===== config.mk =====
export PLATFORM = sky130hd
export DESIGN_NAME = hs_bl
export DESIGN_NICKNAME = d
export VERILOG_FILES = /design/src/rtl/hs_pkg.sv /design/src/rtl/half_subtractor_core.sv /design/src/rtl/hs_bl.sv
export SDC_FILE = /design/constraint.sdc
export NUM_CORES = 1
export LEC_CHECK = 0
export ABC_AREA = 1
export BUFFER_PORTS_ARGS = -buffer_cell sky130_fd_sc_hd__buf_2
export CORE_MARGIN = 2
export CORE_UTILIZATION = 43
export DETAILED_ROUTE_END_ITERATION = 12
export PLACE_DENSITY = 0.77
export SLEW_MARGIN = 20
export SYNTH_ARGS = -nofsm -noshare
export SYNTH_HDL_FRONTEND = slang
export SYNTH_SLANG_ARGS = --single-unit
export TNS_END_PERCENT = 1

===== constraint.sdc =====
create_clock -name clk -period 1.3 [get_ports clk]
set_clock_uncertainty 0.1 [all_clocks]
set_input_delay 0.26 -clock clk [delete_from_list [all_inputs] [get_ports clk]]
set_output_delay 0.26 -clock clk [all_outputs]
set_load 0.02 [all_outputs]

===== src/rtl/hs_pkg.sv =====
// Shared constants for the half-subtractor block: default counter width and
// the saturation ceiling helper used to size the borrow-event counter.
package hs_pkg;

    localparam int unsigned HS_CNT_W_DEFAULT = 8;

    // All-ones value for a w-bit counter; widths of 32 and above clamp to 32 ones.
    function automatic logic [31:0] hs_sat_max(input int unsigned w);
        if (w >= 32) begin
            return '1;
        end
        return (32'd1 << w) - 32'd1;
    endfunction

    localparam logic [31:0] HS_CNT_MAX_DEFAULT = hs_sat_max(HS_CNT_W_DEFAULT);

endpackage


===== src/rtl/half_subtractor_core.sv =====
// Purely combinational one-bit half subtractor: ip1 - ip2.
module half_subtractor_core (
    input  logic ip1,
    input  logic ip2,
    output logic borrow,
    output logic difference
);

    assign difference = ip1 ^ ip2;
    assign borrow     = ~ip1 & ip2;

endmodule


===== src/rtl/hs_bl.sv =====
// Half subtractor with registered outputs, a post-reset valid flag and a
// saturating count of cycles in which a borrow occurred.
module hs_bl
    import hs_pkg::*;
#(
    parameter int unsigned CNT_W = HS_CNT_W_DEFAULT
) (
    input  logic             ip1,
    input  logic             ip2,
    output logic             borrow,
    output logic             difference,
    input  logic             clk,
    input  logic             rst,
    output logic             borrow_q,
    output logic             difference_q,
    output logic             q_valid,
    output logic [CNT_W-1:0] borrow_cnt
);

    localparam logic [CNT_W-1:0] CNT_MAX = CNT_W'(hs_sat_max(CNT_W));

    logic             borrow_d;
    logic             difference_d;
    logic             valid_d;
    logic             valid_q;
    logic [CNT_W-1:0] cnt_d;
    logic [CNT_W-1:0] cnt_q;

    half_subtractor_core u_core (
        .ip1        (ip1),
        .ip2        (ip2),
        .borrow     (borrow),
        .difference (difference)
    );

    always_comb begin
        borrow_d     = borrow;
        difference_d = difference;
        valid_d      = 1'b1;
        cnt_d        = cnt_q;
        // Hold at the ceiling rather than wrapping back to zero.
        if (borrow && (cnt_q != CNT_MAX)) begin
            cnt_d = cnt_q + 1'b1;
        end
    end

    always_ff @(posedge clk) begin
        if (rst) begin
            borrow_q     <= 1'b0;
            difference_q <= 1'b0;
            valid_q      <= 1'b0;
            cnt_q        <= '0;
        end else begin
            borrow_q     <= borrow_d;
            difference_q <= difference_d;
            valid_q      <= valid_d;
            cnt_q        <= cnt_d;
        end
    end

    assign q_valid    = valid_q;
    assign borrow_cnt = cnt_q;

endmodule


Word-level counts from Yosys, hierarchy flattened
Cells that the tools add are included.
{"block": "op_classes", "addsub": 1, "multipliers": 0, "div": 0, "order_cmp": 0, "eq_ne": 1, "shift": 0, "n_mux": 1, "n_bitwise": 3, "reduce_logical": 1}
{"op": "adder 8 x 1 -> 8 bit (second input constant)", "n": 1}
{"op": "inequality test 8 bit (second input constant)", "n": 1}
{"op": "bitwise AND 1 bit", "n": 1}
{"op": "logical AND 1 bit", "n": 1}
{"op": "two-way mux 1 bit", "n": 1}
{"op": "NOT 1 bit", "n": 1}
{"op": "XOR 1 bit", "n": 1}
{"block": "word_totals", "regBits": 11, "latchBits": 0, "mem_bits_rw": 0, "rom_bits": 0, "input_bits": 4, "output_inout_bits": 13, "word_cells": 11, "memories": 0}

Depth between registers and ports, before layout
Gate-level depths: netlist of run 1.
{"block": "depth", "ltp_word": 3, "ltp_mapped": 9}

Modules after synthesis
From an unflattened synthesis of run 1, not the netlist that was laid out.
{"block": "unflattened", "cells_unflattened": 83, "area_unflattened_um2": 569.3}
{"mod": "hs_bl", "n_inst": 1, "cells_per_inst": 80, "area_each_um2": 549.3, "seq_area_each_um2": 220.2}
{"mod": "half_subtractor_core", "n_inst": 1, "cells_per_inst": 3, "area_each_um2": 20.0, "seq_area_each_um2": 0.0}

Worst setup path before layout of run 1
No wires, ideal clock.
{"block": "synth_path", "path_kind": "register to register", "from": "register cnt_q[0] (netlist: borrow_cnt[0])", "to": "register cnt_q[0] (netlist: borrow_cnt[0])", "setup_ns": 0.115, "arrival_ns": 1.209, "path_slack_ns": -0.124, "stages_incl_launch_ff": 7, "synth_period_minus_slack_ns": 1.424, "path_cell_list": "dfxtp_1 > ha_1 > nand2_2 > nor2_2 > nand2_4 > a21oi_1 > nor2_1"}
{"block": "synth_between", "elab_chain_cells": 2}
{"item": "start, declared", "line": "hs_bl.sv:27", "text": "logic [CNT_W-1:0] cnt_q;"}
{"item": "start signal, assigned", "line": "hs_bl.sv:57", "text": "cnt_q <= cnt_d;"}
{"item": "branches (longest 2 deep; another with adder 8 x 1 -> 8 bit)"}
Several ways; the timed one is not identified.
A chain may end at the register's enable or synchronous reset.

Final worst setup path of run 1
{"block": "layout_path", "from": "register cnt_q[0] (netlist: borrow_cnt[0])", "to": "output borrow_cnt[0]"}
{"item": "end, declared", "line": "hs_bl.sv:17", "text": "output logic [CNT_W-1:0] borrow_cnt"}
No word-level cell between the ends.

==> results of run 1 <==
-- final cells by class --
| type | count | share of cell area, % |
|---|---|---|
| flip-flops and latches | 11 | 29.10 |
| inverters | 15 | 9.646 |
| repair buffers | 20 | 16.08 |
| well taps | 15 | 2.412 |
| clock buffers | 4 | 3.376 |
| multi-input cells | 52 | 39.39 |
-- flip-flops by register name (all words and copies together), names as in the netlist --
| name | cells |
|---|---|
| borrow_cnt | 8 |
| borrow_q | 1 |
| difference_q | 1 |
| q_valid | 1 |
-- worst max-delay path, delay by kind of cell (launching register included) --
family / cells / cell delay, ps
buffers and inverters: 2 / 270
flip-flops: 1 / 360
-- power by group through the flow --
stage	registers, mW	clock network (mW)	logic (mW)
after floorplan	0.374	0	0.0407
after global placement	0.358	0	0.0874
after detailed placement	0.358	0	0.0893
after CTS	0.350	0.246	0.0900
after global routing	0.353	0.268	0.105
final	0.352	0.246	0.0961
-- routing by layer --
metal	vias to the layer above	share of wire, %	GRT usage, %
li1	290	-	-
met1	242	40	14.75
met2	17	50	25.78
met3	6	6.7	7.065
met4	0	3.7	15.00
met5	-	0	0
-- kinds of logic after synthesis --
kind of cell / after synthesis
compound gates: 6
fa+ha+maj: 2
buf+inv: 16
flops: 11
simple gates: 44
-- path summary, 6_finish.rpt --
check                           cells after the start  slack [ps]     startpoint            end
worst min-delay path                                2         100            rst   difference_q
worst min register to register                      2         440  borrow_cnt[4]  borrow_cnt[4]
worst max register to register                      6          60  borrow_cnt[0]  borrow_cnt[3]
worst max-delay path                                2          30  borrow_cnt[0]  borrow_cnt[0]
-- cell usage after synthesis, types with 2 or more instances --
cell type	number	area [um2]
nand2_1	14	52.55
inv_1	12	45.04
dfxtp_1	11	220.2
nor2_1	11	41.29
nand3_1	9	45.04
a21oi_1	5	25.02
nand2_2	4	25.02
ha_1	2	25.02
-- placed cells by master, fill, tap and decap left out, types with 3 or more instances in the layout --
| cell type | netlist | routed |
|---|---|---|
| nand3_1 | 9 | 9 |
| nand2_1 | 14 | 14 |
| inv_1 | 12 | 12 |
| buf_4 | 1 | 5 |
| nor2_1 | 11 | 11 |
| nand2_2 | 4 | 4 |
| buf_2 | 0 | 13 |
| clkbuf_4 | 0 | 3 |
| a21oi_1 | 5 | 5 |
| dfxtp_1 | 11 | 8 |
-- per-stage QoR --
| step | area [um2] | TNS (ps) | util, % |
|---|---|---|---|
| after global placement | 720.7 | 0 | 56.09 |
| after global routing | 778.2 | -46.29 | 60.56 |
| final | 778.2 | 0 | 60.56 |
| after floorplan | 599.3 | -0.2933 | - |
| after CTS | 747.0 | 0 | 58.13 |
| after detailed placement | 720.7 | -18.58 | 56.09 |
==> impl_metrics.env, run 1 <==
export IMPL_area_delta_synth_final_pct=32.06
export IMPL_switchingPower_mw=0.1870
export IMPL_min_path_type="primary input to flip-flop"
export IMPL_grt_max_degree=11
export IMPL_clockRootBuffer="clkbuf_4"
export IMPL_synth_mux_area_share_pct=0
export IMPL_synth_cell_types=19
export IMPL_p_total_mw=0.6942
export IMPL_place_hpwl_um=843.6
export IMPL_finalCriticalPeriod_ps=1269
export IMPL_synth_top_family_by_area="simple AND/OR/NAND/NOR gates"
export IMPL_setup_viol=0
export IMPL_hold_viol_final=0
export IMPL_crit_chain="buf_4 -> buf_6"
export IMPL_drc=0
export IMPL_peakVddDrop_uv=562.8
export IMPL_ys_async_sr_fraction_pct=0
export IMPL_netlist_area_um2=589.3
export IMPL_globalRouteOverflowTotal=0
export IMPL_arrival_ps=910
export IMPL_p_int_mw=0.5072
export IMPL_fmax_mhz=787.9
export IMPL_cts_htree_levels=1
export IMPL_slowest_stage="dfxtp_4"
export IMPL_diodes=0
export IMPL_synth_seq_area_share_pct=37.37
export IMPL_drv_cap=0
export IMPL_status="finished, final reports clean"
export IMPL_viasPerCell=4.744
export IMPL_clockBufferDepth=2
export IMPL_max_stage_delay_ps=360
export IMPL_period_share_pct=97.64
export IMPL_start_kind="flip-flop"
export IMPL_p_clk_share_pct=35.4
export IMPL_p_leak_nw=0.4293
export IMPL_cts_setup_buffers=0
export IMPL_worst_hold_slack_ps=97.74
export IMPL_dpl_cell_count=113
export IMPL_firstDrtPassIters=4
export IMPL_grt_pass1_wl_um=1662
export IMPL_synth_edf_count=0
export IMPL_endpoint_kind="output pin"
export IMPL_port_buffers=16
export IMPL_cts_buffers=3
export IMPL_synth_cells=79
export IMPL_ys_flop_type="dfxtp_1"
export IMPL_pre_cts_slack_ps=-12.37
export IMPL_clk_latency_ps=280
export IMPL_io_pins=17
export IMPL_p_sw_share_pct=26.94
export IMPL_post_synth_fa_ha_maj_area_fraction_pct=4.246
export IMPL_die_area_um2=1683
export IMPL_slew_headroom_pct=85.98
export IMPL_yosys_area_share_simple_pct=38.85
export IMPL_clk_pin_slew_worst_paths_ps=80
export IMPL_initial_utilization_pct=45.86
export IMPL_dr_first_iter_drc_count=5
export IMPL_synth_nets=85
export IMPL_ys_ff_latch=11
export IMPL_multi_input_area_um2=306.5
export IMPL_die_x_um=41.02
export IMPL_fillCellCount=116
export IMPL_ctsHoldBuffers=0
export IMPL_post_cts_resized=0
export IMPL_fin_nets=109
export IMPL_pwr_share_comb_pct=13.8
export IMPL_final_antenna_net_count=0
export IMPL_final_cells=117
export IMPL_cts_num_sinks=11
export IMPL_fin_ws_ps=30.74
export IMPL_critPathMaxFanout=4
export IMPL_routed_wl_um=1174
export IMPL_critical_path_required_ps=940
export IMPL_synth_compound_area_share_pct=5.520
export IMPL_slew_viol_final=0
export IMPL_rows=13
export IMPL_ys_warnings_count=0
export IMPL_synth_xor_area_share_pct=0
export IMPL_drive_gt1_share_pct=39.22
export IMPL_rsz0062_at_grt="yes"
export IMPL_cts_tree="built"
export IMPL_core_area_um2=1285
export IMPL_place_congestion=0.7391
export IMPL_powerDensity_nw_per_um2=892.0
export IMPL_wl_per_cell_um=10.03
export IMPL_worst_slew_pin_slew_ps=209.9
export IMPL_num_vias=555
export IMPL_seq_area_um2=226.5
export IMPL_seqPwrFrac_pct=50.7
export IMPL_grt_pass1_vias=450
export IMPL_antenna_found_initial=0
export IMPL_grtUsageTotal_pct=15.97
export IMPL_crit_type="flip-flop to output pin"
export IMPL_avgSynthCellArea_um2=7.460
export IMPL_chipHeight_um=41.02
Power figures use the tool's default switching activity.
==> run 2: changes to the inputs <==
--- a/config.mk
+++ b/config.mk
@@ -5,12 +5,11 @@
 export SDC_FILE = /design/constraint.sdc
 export NUM_CORES = 1
 export LEC_CHECK = 0
-export ABC_AREA = 1
 export BUFFER_PORTS_ARGS = -buffer_cell sky130_fd_sc_hd__buf_2
-export CORE_MARGIN = 2
-export CORE_UTILIZATION = 43
+export CORE_AREA = 2 2 39 41
 export DETAILED_ROUTE_END_ITERATION = 12
-export PLACE_DENSITY = 0.77
+export DIE_AREA = 0 0 41 43
+export PLACE_DENSITY = 0.7
 export SLEW_MARGIN = 20
 export SYNTH_ARGS = -nofsm -noshare
 export SYNTH_HDL_FRONTEND = slang
==> impl_metrics.env, run 2 <==
export IMPL_slew_headroom_pct=86.25
export IMPL_r2r_start="borrow_cnt[0]"
export IMPL_final_common_cell="buf_2"
export IMPL_diodes=0
export IMPL_crit_end="borrow_cnt[0]"
export IMPL_final_cell_mix="buf_2, buf_4, dfxtp_1, a21oi_1, nor3_1"
export IMPL_chipHeight_um=43
export IMPL_slowest_stage="dfxtp_4"
export IMPL_netlist_area_um2=490.5
export IMPL_cts_htree_levels=1
export IMPL_finalCriticalPeriod_ps=1355
export IMPL_die_x_um=41
export IMPL_crit_chain="ha_4 -> and4_4 -> a21boi_4 -> mux2_4"
export IMPL_synth_common_cells="dfxtp_1, a21oi_1, nor3_1"
export IMPL_slew_viol_final=0
export IMPL_status="finished, violations left"
export IMPL_yosysMostFrequentCell="dfxtp_1"
export IMPL_synth_cell_types=24
export IMPL_cts_tree="built"
export IMPL_setup_viol=3
export IMPL_dr_first_iter_drc_count=8
export IMPL_p_leak_nw=0.3444
export IMPL_clk_latency_ps=260
export IMPL_start_kind="flip-flop"
export IMPL_fin_ws_ps=-54.68
export IMPL_rr_endpoint="borrow_cnt[0]"
export IMPL_globalRouteOverflowTotal=0
export IMPL_area_delta_synth_final_pct=55.87
export IMPL_ctsHoldBuffers=0
export IMPL_place_congestion=0.7481
export IMPL_critPathMaxFanout=4
export IMPL_synth_seq_area_share_pct=44.90
export IMPL_yosysTopAreaCell="dfxtp_1"
export IMPL_fmax_mhz=738.2
export IMPL_arrival_ps=1410
export IMPL_antenna_found_initial=0
export IMPL_clk_pin_slew_worst_paths_ps=70
export IMPL_firstDrtPassIters=4
export IMPL_crit_type="flip-flop to flip-flop"
export IMPL_crit_start="borrow_cnt[0]"
export IMPL_violations="setup timing"
export IMPL_grt_max_degree=11
export IMPL_synth_cells=52
export IMPL_drv_cap=0
export IMPL_critPathTopFamily="flip-flops"
export IMPL_fin_nets=89
export IMPL_place_hpwl_um=861.2
export IMPL_core_area_um2=1384
export IMPL_reg2regPathDepth=4
export IMPL_min_path_type="primary input to flip-flop"
export IMPL_drive_gt1_share_pct=51.22
export IMPL_io_pins=17
export IMPL_rsz0062_at_grt="yes"
export IMPL_final_antenna_net_count=0
export IMPL_path_depth=4
export IMPL_largest_reg_flops=8
export IMPL_endpoint_kind="flip-flop"
export IMPL_avgSynthCellArea_um2=9.432
export IMPL_peakVddDrop_uv=455.1
export IMPL_ys_flop_type="dfxtp_1"
export IMPL_initial_utilization_pct=35.44
export IMPL_grt_pass1_vias=433
export IMPL_grt_pass1_wl_um=1807
export IMPL_worst_slew_pin_slew_ps=206.3
export IMPL_p_total_mw=0.6654
export IMPL_r2r_slack_ps=-50
export IMPL_synth_edf_count=0
export IMPL_utilization_pct=55.24
export IMPL_critical_path_required_ps=1350
export IMPL_wl_per_cell_um=12.82
export IMPL_synth_nets=58
export IMPL_cts_num_sinks=11
export IMPL_viasPerCell=5.092
export IMPL_ys_warnings_count=0
export IMPL_grtUsageTotal_pct=15.54
export IMPL_max_stage_delay_ps=350
export IMPL_rows=14
export IMPL_synth_area_leaders="dfxtp_1, a21oi_1, ha_1"
export IMPL_period_share_pct=104.2
export IMPL_routed_wl_um=1256
export IMPL_cts_buffers=3
export IMPL_num_vias=499
export IMPL_drc=0
export IMPL_port_buffers=16
export IMPL_hold_viol_final=0
export IMPL_powerDensity_nw_per_um2=870.4
export IMPL_clockRootBuffer="clkbuf_4"
export IMPL_clockBufferDepth=2
export IMPL_die_area_um2=1763
export IMPL_synth_top_area_share_pct=44.90
export IMPL_critPathBufInv=0
export IMPL_ys_async_sr_fraction_pct=0
export IMPL_ys_ff_latch=11
## run 2: cell types whose count changed in the layout (fill, tap and decap cells not counted), moves of 4 or more
cell	before	now
nand2_1	14	3
inv_1	12	3
nor2_1	11	2
nand3_1	9	1
buf_4	5	11
nand2_2	4	0
nor3_1	0	4
## run 2: cell type report
type | count | area, um2
repair buffers | 27 | 181.4
clock buffers | 4 | 26.28
well taps | 16 | 20.02
flip-flops and latches | 11 | 227.7
multi-input cells | 37 | 297.8
inverters | 3 | 11.26
fillers | 132 | 619.3
## run 2: cells by family after synthesis
kind of cell / after synthesis / share of synthesized area [%]
AND/OR/NAND/NOR: 19 / 23.47
adder cells (fa/ha/maj): 2 / 5.101
buffers and inverters: 4 / 3.060
AO/OA/AOI/OAI: 14 / 18.37
multiplexers: 2 / 5.101
flip-flops: 11 / 44.90
## run 2: worst register-to-register path: stages, from the launching register on
cell      delay (ps)
dfxtp_4          350
ha_4             160
and4_4           170
a21boi_4         160
mux2_4           310
## run 2: worst min path at each step
stage	from	slack [ps]	to	depth (start not counted)
3_5_place_dp	borrow_cnt[7]	450	borrow_cnt[7]	2
6_report	rst	200	difference_q	2
3_3_place_gp	rst	450	difference_q	2
2_1_floorplan	ip2	360	difference_q	2
5_1_grt	rst	200	difference_q	2
4_1_cts	ip2	180	difference_q	3
## run 2: power breakdown
group | total (mW) | switching [mW] | internal, mW
Combinational | 0.0857 | 0.0472 | 0.0385
Sequential | 0.349 | 0.00456 | 0.344
Clock | 0.231 | 0.112 | 0.119
## run 2: routing by layer
| layer | track usage (%) | vias up | routed length (um) |
|---|---|---|---|
| li1 | - | 257 | - |
| met1 | 18.30 | 223 | 484 |
| met2 | 22.19 | 17 | 683 |
| met3 | 3.141 | 2 | 68 |
| met4 | 14.00 | 0 | 19 |
| met5 | 0 | - | 0 |
## run 2: per-stage QoR
stage / TNS (ps) / instances / setup slack (ps) / area (um2) / hold WS, ps
global placement: -410.5 / 94 / -112.7 / 689.4 / 452.4
floorplan: -322.6 / 52 / -137.2 / 510.5 / 362.3
CTS: -88.80 / 98 / -45.09 / 723.2 / 178.3
detailed placement: -719.7 / 94 / -162.7 / 689.4 / 447.5
finish: -94.44 / 98 / -54.68 / 764.5 / 196.0
global route: -253.0 / 98 / -96.13 / 764.5 / 196.5
## run 2: repair_timing
action,4_1_cts,5_1_grt
pin swaps,4,2
hold endpoints to repair,0,0
buffers inserted,0,0
setup endpoints to repair,4,9
gates resized for setup,1,11
==> run 3: changes to the inputs <==
--- a/config.mk
+++ b/config.mk
@@ -9,9 +9,10 @@
 export CORE_AREA = 2 2 39 41
 export DETAILED_ROUTE_END_ITERATION = 12
 export DIE_AREA = 0 0 41 43
-export PLACE_DENSITY = 0.7
+export PLACE_DENSITY = 0.74
 export SLEW_MARGIN = 20
 export SYNTH_ARGS = -nofsm -noshare
 export SYNTH_HDL_FRONTEND = slang
+export SYNTH_HIERARCHICAL = 1
 export SYNTH_SLANG_ARGS = --single-unit
 export TNS_END_PERCENT = 1
==> impl_metrics.env, run 3 <==
export IMPL_synth_top_area_share_pct=41.03
export IMPL_fin_nets=91
export IMPL_netlist_area_um2=536.8
export IMPL_cts_num_sinks=11
export IMPL_ys_async_sr_fraction_pct=0
export IMPL_ys_flop_type="dfxtp_1"
export IMPL_finalCriticalPeriod_ps=1360
export IMPL_area_delta_synth_final_pct=49.42
export IMPL_cts_buffers=3
export IMPL_largest_reg_flops=8
export IMPL_slew_viol_final=0
export IMPL_slew_headroom_pct=84.41
export IMPL_synth_cells=54
export IMPL_top_layer="met4"
export IMPL_synth_area_leaders="dfxtp_1, mux2_4, nor2b_1"
export IMPL_synth_seq_area_share_pct=41.03
export IMPL_seqPwrFrac_pct=52.0
export IMPL_clockRootBuffer="clkbuf_4"
export IMPL_port_buffers=16
export IMPL_powerDensity_nw_per_um2=841.8
export IMPL_p_clk_share_pct=34.8
export IMPL_period_share_pct=104.6
export IMPL_viasPerCell=5.180
export IMPL_pre_cts_slack_ps=-157.6
export IMPL_clk_pin_slew_worst_paths_ps=70
export IMPL_globalRouteOverflowTotal=0
export IMPL_initial_utilization_pct=38.79
export IMPL_grt_pass1_vias=470
export IMPL_clk_latency_ps=270
export IMPL_grt_max_degree=13
export IMPL_chipHeight_um=43
export IMPL_yosysTopAreaCell="dfxtp_1"
export IMPL_utilization_pct=57.96
export IMPL_violations="setup timing"
export IMPL_min_path_type="primary input to flip-flop"
export IMPL_fmax_mhz=735.4
export IMPL_rsz0062_at_grt="yes"
export IMPL_die_x_um=41
export IMPL_rows=14
export IMPL_critPathTopFamily="flip-flops"
export IMPL_fin_ws_ps=-59.87
export IMPL_wl_met3_um=64
export IMPL_diodes=0
export IMPL_io_pins=17
export IMPL_drt_met1_wl_um=537
export IMPL_num_vias=518
export IMPL_place_congestion=0.7859
export IMPL_synth_common_cells="dfxtp_1, nor2b_1"
export IMPL_critPathMaxFanout=3
export IMPL_drv_cap=0
export IMPL_grtUsageTotal_pct=15.63
export IMPL_slowest_stage="dfxtp_4"
export IMPL_final_antenna_net_count=0
export IMPL_final_cell_mix="buf_2, buf_4, nor2b_1, dfxtp_2, dfxtp_1"
export IMPL_cts_htree_levels=1
export IMPL_p_sw_share_pct=25.23
export IMPL_worst_slew_pin_slew_ps=232.2
export IMPL_synth_edf_count=0
export IMPL_yosysMostFrequentCell="dfxtp_1"
export IMPL_critical_path_required_ps=1360
export IMPL_peakVddDrop_uv=400.4
export IMPL_p_int_mw=0.5048
export IMPL_ctsHoldBuffers=0
export IMPL_wl_per_cell_um=12.64
export IMPL_setup_viol=3
export IMPL_grt_pass1_wl_um=1842
export IMPL_drive_gt1_share_pct=60.71
export IMPL_endpoint_kind="flip-flop"
export IMPL_core_area_um2=1384
export IMPL_route_met2_wl_um=634
export IMPL_die_area_um2=1763
export IMPL_start_kind="flip-flop"
export IMPL_ys_warnings_count=6
export IMPL_cts_tree="built"
export IMPL_synth_nets=60
export IMPL_crit_chain="ha_4 -> and3_4 -> a21boi_4 -> mux2_4"
export IMPL_firstDrtPassIters=4
export IMPL_crit_type="flip-flop to flip-flop"
export IMPL_pwr_share_comb_pct=13.2
export IMPL_hold_viol_final=0
export IMPL_synth_cell_types=26
export IMPL_clockBufferDepth=2
export IMPL_critPathBufInv=0
export IMPL_switchingPower_mw=0.1703
export IMPL_max_stage_delay_ps=360
export IMPL_status="finished, violations left"
export IMPL_ys_ff_latch=11
export IMPL_dr_first_iter_drc_count=13
export IMPL_arrival_ps=1420
export IMPL_drc=0
export IMPL_routed_wl_um=1264
export IMPL_place_hpwl_um=917.1
export IMPL_avgSynthCellArea_um2=9.940
export IMPL_antenna_found_initial=0
export IMPL_p_leak_nw=0.3723
-- run 3: cell types whose count changed after synthesis, sizes merged, moves of 2 or more --
cell / change
nor2b: +3
nor3: -3
a21boi: +2
a21oi: -2
mux2: +2
-- run 3: stage by stage --
stage          cell area (um2)  total power [mW]  instances  hold WS [ps]  TNS (ps)
6_report                 802.0            0.6751        100         225.8    -124.8
5_1_grt                  802.0            0.7086        100         235.2    -273.1
4_1_cts                  790.8            0.6812        100         217.6    -202.0
3_5_place_dp             749.5            0.4417         95         444.5    -581.6
3_3_place_gp             749.5            0.4390         95         440.9    -353.7
2_1_floorplan            581.8            0.4099         54         409.7    -256.3
-- run 3: layout make-up --
class / count / area [um2]
Multi-Input combinational cell: 38 / 335.3
Sequential cell: 11 / 234.0
Clock buffer: 4 / 26.28
Timing Repair Buffer: 28 / 175.2
Tap cell: 16 / 20.02
Fill cell: 124 / 581.8
Inverter: 3 / 11.26
-- run 3: final timing paths --
path,cells past startpoint,to,start,slack [ps]
max,4,borrow_cnt[0],borrow_cnt[0],-60
min,2,difference_q,rst,230
max reg2reg,4,borrow_cnt[0],borrow_cnt[0],-60
min reg2reg,2,borrow_cnt[2],borrow_cnt[2],470
-- run 3: cell families after synthesis --
kind of cell,count (synthesis),synth area share [%]
simple gates,19,20.28
compound gates,13,18.88
flops,11,41.03
buf+inv,5,4.894
mux,4,10.26
fa+ha+maj,2,4.661
-- run 3: worst register-to-register path, delay by kind of cell (launching register included) --
kind	cells	cell delay [ps]
compound gates	1	150
mux	1	310
simple gates	1	160
fa+ha+maj	1	160
flops	1	360
-- run 3: timing repair --
| item | CTS | global route |
|---|---|---|
| gates resized for setup | 1 | 4 |
| endpoints found under the setup margin | 4 | 10 |
| pin swaps | 3 | 2 |
| setup buffers | 1 | 0 |
-- run 3: per-layer routing --
metal	up-vias	GRT usage, %
met2	20	23.75
met5	-	0
li1	253	-
met3	4	1.571
met4	0	10.00
met1	241	19.87
-- run 3: power by group through the flow --
stage          Combinational [mW]  Clock, mW  Sequential [mW]
6_report                   0.0893      0.235            0.351
5_1_grt                    0.0988      0.259            0.351
4_1_cts                    0.0883      0.242            0.351
3_5_place_dp               0.0822          0            0.360
3_3_place_gp               0.0803          0            0.359
2_1_floorplan              0.0393          0            0.371
